<file path="config.mk">
export PLATFORM = sky130hd
export DESIGN_NAME = fft_sequencer
export DESIGN_NICKNAME = d
export VERILOG_FILES = /design/src/rtl/fft_sequencer.sv
export SDC_FILE = /design/constraint.sdc
export NUM_CORES = 1
export LEC_CHECK = 0
export ABC_AREA = 1
export CAP_MARGIN = 20
export CORE_ASPECT_RATIO = 0.7
export CORE_MARGIN = 2
export CORE_UTILIZATION = 50
export CTS_CLUSTER_SIZE = 10
export DETAILED_ROUTE_END_ITERATION = 16
export PLACE_DENSITY = 0.76
export SYNTH_ARGS = -nofsm -noshare
export SYNTH_HDL_FRONTEND = slang
export SYNTH_SLANG_ARGS = --single-unit
</file>
<file path="constraint.sdc">
create_clock -name Clk -period 5.05 [get_ports Clk]
set_input_delay 1.01 -clock Clk [delete_from_list [all_inputs] [get_ports Clk]]
set_output_delay 1.01 -clock Clk [all_outputs]
set_load 0.02 [all_outputs]
</file>
<file path="src/rtl/fft_sequencer.sv">
// rtl/fft_sequencer.sv - radix-2 DIT in-place FFT address and control sequencer
module fft_sequencer #(
    parameter int LOGN   = 10,
    parameter int BF_LAT = 0
) (
    input  logic            Clk,
    input  logic            Reset,
    input  logic            Start,
    input  logic            Ack,
    input  logic            Stall,
    output logic [LOGN-1:0] i_top,
    output logic [LOGN-1:0] i_bot,
    output logic [LOGN-2:0] tw_idx,
    output logic            rd_en,
    output logic            wr_en,
    output logic [LOGN-1:0] wr_top,
    output logic [LOGN-1:0] wr_bot,
    output logic [3:0]      stage,
    output logic            Done,
    output logic [3:0]      state
);

    typedef enum logic [3:0] {
        S_INITIAL = 4'd0,
        S_DONE    = 4'd1,
        S_PROC    = 4'd2,
        S_GAP     = 4'd3
    } state_t;

    localparam logic [LOGN-2:0] B_LAST   = '1;
    localparam logic [LOGN-2:0] B_ONE    = (LOGN-1)'(1);
    localparam logic [LOGN-1:0] A_ONE    = LOGN'(1);
    localparam logic [3:0]      S_LAST   = 4'(LOGN - 1);
    localparam logic [2:0]      GAP_LAST = 3'(BF_LAT == 0 ? 0 : BF_LAT - 1);

    state_t          cur_state, state_n;
    logic [LOGN-2:0] b, b_n;
    logic [3:0]      s, s_n;
    logic [2:0]      gap_cnt, gap_n;
    logic [LOGN-1:0] top_h, bot_h;
    logic [LOGN-2:0] tw_h;

    logic [LOGN-1:0] bx, half, pos, top_c, bot_c;
    logic [LOGN-2:0] tw_c;

    // Address generation from butterfly counter b and stage s
    assign bx    = {1'b0, b};
    assign half  = A_ONE << s;
    assign pos   = bx & (half - A_ONE);
    assign top_c = ((bx >> s) << (s + 4'd1)) | pos;
    assign bot_c = top_c + half;
    assign tw_c  = pos[LOGN-2:0] << (S_LAST - s);

    always_ff @(posedge Clk) begin
        if (Reset) begin
            cur_state <= S_INITIAL;
            b         <= '0;
            s         <= '0;
            gap_cnt   <= '0;
            top_h     <= '0;
            bot_h     <= '0;
            tw_h      <= '0;
        end else begin
            cur_state <= state_n;
            b         <= b_n;
            s         <= s_n;
            gap_cnt   <= gap_n;
            if (cur_state == S_PROC) begin
                top_h <= top_c;
                bot_h <= bot_c;
                tw_h  <= tw_c;
            end
        end
    end

    always_comb begin
        state_n = cur_state;
        b_n     = b;
        s_n     = s;
        gap_n   = gap_cnt;
        case (cur_state)
            S_INITIAL: begin
                if (Start) begin
                    state_n = S_PROC;
                    b_n     = '0;
                    s_n     = '0;
                end
            end
            S_PROC: begin
                if (!Stall) begin
                    if (b == B_LAST) begin
                        b_n = '0;
                        if (BF_LAT != 0) begin
                            state_n = S_GAP;
                            gap_n   = '0;
                        end else if (s == S_LAST) begin
                            state_n = S_DONE;
                        end else begin
                            s_n = s + 4'd1;
                        end
                    end else begin
                        b_n = b + B_ONE;
                    end
                end
            end
            // Drain window: stage s write-backs land before stage s+1 reads
            S_GAP: begin
                if (gap_cnt == GAP_LAST) begin
                    if (s == S_LAST) begin
                        state_n = S_DONE;
                    end else begin
                        state_n = S_PROC;
                        s_n     = s + 4'd1;
                    end
                end else begin
                    gap_n = gap_cnt + 3'd1;
                end
            end
            S_DONE: begin
                if (Ack) state_n = S_INITIAL;
            end
            default: state_n = S_INITIAL;
        endcase
    end

    assign rd_en  = (cur_state == S_PROC) && !Stall;
    assign i_top  = (cur_state == S_PROC) ? top_c : top_h;
    assign i_bot  = (cur_state == S_PROC) ? bot_c : bot_h;
    assign tw_idx = (cur_state == S_PROC) ? tw_c : tw_h;
    assign stage  = s;
    assign Done   = (cur_state == S_DONE);
    assign state  = cur_state;

    generate
        if (BF_LAT == 0) begin : g_nodly
            assign wr_en  = rd_en;
            assign wr_top = i_top;
            assign wr_bot = i_bot;
        end else begin : g_dly
            logic            en_q  [BF_LAT];
            logic [LOGN-1:0] top_q [BF_LAT];
            logic [LOGN-1:0] bot_q [BF_LAT];

            // Free-running: stalled cycles travel through as wr_en=0 bubbles
            always_ff @(posedge Clk) begin
                if (Reset) begin
                    for (int k = 0; k < BF_LAT; k++) begin
                        en_q[k]  <= 1'b0;
                        top_q[k] <= '0;
                        bot_q[k] <= '0;
                    end
                end else begin
                    en_q[0]  <= rd_en;
                    top_q[0] <= i_top;
                    bot_q[0] <= i_bot;
                    for (int k = 1; k < BF_LAT; k++) begin
                        en_q[k]  <= en_q[k-1];
                        top_q[k] <= top_q[k-1];
                        bot_q[k] <= bot_q[k-1];
                    end
                end
            end

            assign wr_en  = en_q[BF_LAT-1];
            assign wr_top = top_q[BF_LAT-1];
            assign wr_bot = bot_q[BF_LAT-1];
        end
    endgenerate

endmodule

</file>
Yosys cells after proc, flatten, opt, wreduce, memory -nomap -nowiden. Index checks and enable logic that the tools add are counted.

Register bits: 49. Word-level logic and storage cells: 62.

Add/subtract/negate cells: 6. Eq/ne operators: 11. Shifts and indexed selects: 4. Multiplexer cells: 21. Bitwise operators: 3. Reduce and logical (&&, ||, !) cells: 10.

Operators with widths (number): $mux 4 (11); $mux 9 (4); $mux 10 (2); $pmux 9 s2 (1); $pmux 4 s4 (1); $pmux 4 s3 (1); $add 10x10->10 (1); $and 9x10->10 (1); $or 10x10->10 (1); $shl 1x4->10 const A (1); $shl 10x4->10 (1); $shr 9x4->10 (1); $sub 10x1->10 const B (1); $add 9x1->9 const B (1); $eq 9x9->1 const B (1); $shl 9x4->9 (1); $eq 4x2->1 const B (2); $ne 2x2->1 const B (4); $reduce_and 6->1 (1); $reduce_and 5->1 (1); $add 4x1->4 const B (1); $eq 4x1->1 const B (1); $eq 4x4->1 const B (1); $logic_not 4->1 (1); other kinds (12) (13).

Longest topological paths before layout.
Depth in word-level cells: 6. Mapped depth: 27. Depth with buffers taken out: 24.

Worst setup path after synthesis. Ideal clock, no wire load.

Kind: reg-to-output. Start: register s[0] (netlist: stage[0]). End: output wr_bot[9]. Data arrival time: 3583 ps. Required time: 4040 ps. Path slack: 457 ps. Cell stages (with the launch flop): 20. Cell sequence: dfxtp_1 -> buf_6 -> inv_6 -> buf_6 -> clkbuf_1 -> ha_1 -> buf_2 -> clkinv_1 -> o211ai_1 -> o21ai_0 -> o21ai_0 -> ha_1 -> a21oi_1 -> nor2_1 -> a211oi_1 -> nand3_1 -> nand3_1 -> nand2_1 -> inv_1 -> buf_4.

Longest elaborated chain between the ends: 6. Elaborated cells between the ends (all ways): 9. Those cells by class: add/sub (3); shift (3); mux (1); bitwise (2).

RTL lines: start: declaration (line 38) `logic [3:0] s, s_n;`; start signal: assignment (line 66) `s <= s_n;`; $shl 1x4->10 (line 48) `assign half = A_ONE << s;`; $sub 10x1->10 (line 49) `assign pos = bx & (half - A_ONE);`; $and 9x10->10 (line 49); $or 10x10->10 (line 50) `assign top_c = ((bx >> s) << (s + 4'd1)) | pos;`; $add 10x10->10 * (line 51) `assign bot_c = top_c + half;`; $mux 10 *; end: declaration (line 17) `output logic [LOGN-1:0] wr_bot,`.

Every way passes the cells marked *; elsewhere a longest branch is shown, timed or not.

Final worst setup path.
Start: register s[0] (netlist: stage[0]). End: output i_bot[3].

Longest elaborated chain between the ends: 6. Elaborated cells between the ends (all ways): 9. Those cells by class: add/sub (3); shift (3); mux (1); bitwise (2).

RTL lines: $shl 1x4->10 (line 48); $sub 10x1->10 (line 49); $and 9x10->10 (line 49); $or 10x10->10 (line 50); $add 10x10->10 * (line 51); $mux 10 *; end: declaration (line 12) `output logic [LOGN-1:0] i_bot,`.

Marks and branches as above.

==> results by group <==
Place
  • Placed cell count: 738
  • Post-DP HPWL: 7940 µm
  • # port buffers: 62
  • GP Congestion: 1.01

STA
  • Max_slew headroom: 59.5%
  • Slew @ Worst Pin: 0.604 ns
  • RSZ-0062 raised after global routing: no
  • # setup viols final: 0
  • Fin crit period: 4.73 ns
  • Max Slew Vio Count: 0
  • Total Neg Setup Slack: 0 ns
  • Hold WS: 0.473 ns
  • Final worst-path cycle share: 93.6%
  • Final Hold Viols: 0
  • Clock Skew: 0.00303 ns
  • Fmax: 0.211 GHz

Worst setup path
  • CP Launch Type: flop
  • Critical path type: reg -> out
  • Crit path max fanout: 4
  • Worst flop-to-flop path startpoint: stage[0]$_SDFFE_PP0P_
  • Reg-to-Reg End: bot_h[7]$_SDFF_PP0_
  • CP Data Required Time: 4.04 ns
  • Critical Path Start: stage[0]$_SDFFE_PP0P_
  • Crit end category: output pin
  • Worst R2R Setup Slack: 1.76 ns
  • CP arrival: 3.72 ns
  • Worst Reg2Reg Path Length in Cells: 19

Floorplanning
  • Starting density of the core: 51.0%
  • Core Area: 7770 µm²
  • Row count: 27
  • Die X: 110 µm
  • Chip height: 78.5 µm
  • IO Pins: 65
  • Die area: 8660 µm²

Synthesis
  • Yosys reg bits: 47
  • Cells after Synth: 608
  • Number of synthesized flops with an enable pin: 0
  • Yosys warning count: 0
  • Sequential area share after synthesis: 23.7%
  • Synth async-reset ratio: 0%
  • Post-synthesis cell type count: 42
  • Ys flop type: dfxtp_1
  • Mean post-synth cell area: 6.52 µm²
  • Synth Cell Area: 3960 µm²

GRT
  • First-pass GRT wire length: 17400 µm
  • Gr usage total: 24.4%
  • Initial antenna violation count: 0
  • GRT overflow: 0
  • Vias in the first global route: 3594
  • Pin count of the biggest net entering global routing: 36

Cells and area
  • Final cell count without fillers: 748
  • Layout cells sized above 1: 13.3%
  • Multi-input logic area: 2430 µm²
  • Ant. Diodes: 0
  • Final nets: 673
  • Area growth from synthesis to layout: 19.3%
  • # fillers: 708
  • Reg area: 943 µm²

Route
  • DR vias/cell: 5.30
  • Routed WL: 10400 µm
  • DRT iter0 DRCs: 286
  • TritonRoute pass-1 iters: 5
  • Met3 WL: 826 µm
  • DRT antenna net count: 0
  • Via count: 3968
  • Uppermost layer routed: met4
  • DR WL/cell: 14.0 µm
  • Met1 wire length: 5210 µm
  • DRC: 0
  • Met2 wire length: 4260 µm

Worst hold path
  • Min-delay src: tw_h[5]$_SDFF_PP0_
  • Worst hold path type: reg -> reg
  • Hold EP: tw_h[5]$_SDFF_PP0_
  • Hold Crit Depth: 2

Clocking
  • CTS sink cnt: 47
  • Worst-path clk slew: 0.07 ns
  • Num CTS Buffers: 5
  • CTS tree: done
  • Clock Path Buffers: 2
  • H-tree levels: 2
  • Clock Latency Late Sink: 0.30 ns
  • CTS Root Cell: clkbuf_16

Status
  • Status: complete, no violations

Power
  • Total power divided by cell area: 456 nW/µm²
  • Leakage: 2.27 nW
  • Total Power: 2.15 mW
  • Maximum VDD drop: 0.000251 V

Job
  • Max Cap Viol: 0
-- synthesized netlist by cell type (5+ instances only) --
cell / number / share of area [%]
buf_4: 24 / 4.5
dfxtp_1: 47 / 24
nand2_1: 138 / 13
nand3_2: 6 / 1.5
nor3_1: 6 / 0.76
mux2i_1: 5 / 1.3
nor2_4: 6 / 1.7
or2_2: 5 / 0.79
a21oi_1: 43 / 5.4
ha_1: 21 / 6.6
o21ai_1: 7 / 0.88
o21ai_2: 8 / 1.8
inv_2: 7 / 0.66
nor2_1: 46 / 4.4
o21ai_0: 27 / 3.4
buf_2: 5 / 0.63
nand3_1: 55 / 6.9
o211ai_1: 9 / 1.7
a211oi_1: 8 / 1.5
buf_6: 5 / 1.4
clkbuf_1: 9 / 0.85
nand2_2: 10 / 1.6
nor2_2: 5 / 0.79
inv_1: 72 / 6.8
xor2_1: 6 / 1.3
-- worst max-delay path, stage by stage (launching register included) --
cell and delay (ns):
dfxtp_2 0.41, ha_1 0.20, inv_1 0.12, nor2_1 0.19
inv_1 0.11, ha_1 0.24, or2_2 0.30, nand3_1 0.14
nand2_1 0.13, ha_1 0.29, inv_1 0.09, nor2_1 0.06
nor2_1 0.15, xor2_1 0.20, nand2_1 0.11, nand2_1 0.09
clkdlybuf4s50_1 0.60
-- report_power, final --
part,leakage (nW),internal [mW],switching (mW)
combinational,1.81,0.509,0.850
sequential,0.383,0.415,0.0266
clock,0.0723,0.189,0.165
-- layout make-up --
cell class	count	share of cell area [%]
clock inverter	3	0.582
clock buffer	5	2.65
tap	101	2.67
sequential	47	20.0
multi-input combinational	433	51.4
inverter	85	7.01
timing repair buffer	74	15.7
-- flip-flops by register name, summed over array words and instances (netlist names) --
signal   flops
b            9
bot_h       10
gap_cnt      3
stage        4
state        2
top_h       10
tw_h         9
-- metal layers --
| metal | track usage [%] | vias to the layer above |
|---|---|---|
| li1 | - | 2025 |
| met1 | 35.5 | 1779 |
| met2 | 36.9 | 151 |
| met3 | 4.40 | 13 |
| met4 | 6.63 | 0 |
| met5 | 0 | - |
-- cells by family after synthesis --
| family | count (synthesis) | synth area share (%) |
|---|---|---|
| mux | 5 | 1.26 |
| xor+xnor | 6 | 1.33 |
| simple gates | 286 | 33.8 |
| fa+ha+maj | 22 | 7.14 |
| buf+inv | 129 | 15.9 |
| other cells | 1 | 0.0946 |
| flops | 47 | 23.7 |
| compound gates | 112 | 16.7 |
-- what timing repair did --
| item | 4_1_cts | 5_1_grt |
|---|---|---|
| setup endpoints to repair | 8 | 12 |
| hold buffers | 0 | 0 |
| setup buffers | 0 | 2 |
| resized for setup | 5 | 18 |
| pin swaps | 0 | 1 |
| cloned | 0 | 0 |
| hold endpoints to repair | 0 | 0 |
-- cell usage in the layout, fill, tap and decap left out, types with 6 or more instances in the layout --
cell / synthesis / final
nand2_1: 138 / 138
nand3_2: 6 / 6
nor2_1: 46 / 45
nand2_2: 10 / 10
nor2_4: 6 / 6
o21ai_1: 7 / 9
dfxtp_1: 47 / 45
inv_1: 72 / 72
clkdlybuf4s50_1: 0 / 50
nor2_2: 5 / 6
dlymetal6s2s_1: 0 / 12
o21ai_2: 8 / 8
o21ai_0: 27 / 25
nor3_1: 6 / 6
a21oi_1: 43 / 41
nand3_1: 55 / 55
ha_1: 21 / 19
a211oi_1: 8 / 6
inv_2: 7 / 7
xor2_1: 6 / 6
o211ai_1: 9 / 9
buf_4: 24 / 11
-- worst max path at each step --
stage          slack (ns)         to  depth (start not counted)
2_1_floorplan        0.46  wr_bot[9]                         19
3_3_place_gp         0.28  wr_bot[8]                         19
3_5_place_dp         0.25  wr_bot[9]                         18
4_1_cts              0.02  wr_bot[7]                         21
5_1_grt              0.08  wr_bot[9]                         22
6_report             0.32   i_bot[3]                         16
-- through the flow --
stage	setup WS [ns]	util [%]	area, µm²
CTS	0.0179	59.9	4650
global placement	0.275	57.8	4490
detailed placement	0.246	57.8	4490
global route	0.0787	60.9	4730
floorplan	0.457	-	3970
finish	0.321	60.9	4730
No activity file was read; power rests on OpenSTA's default activity.
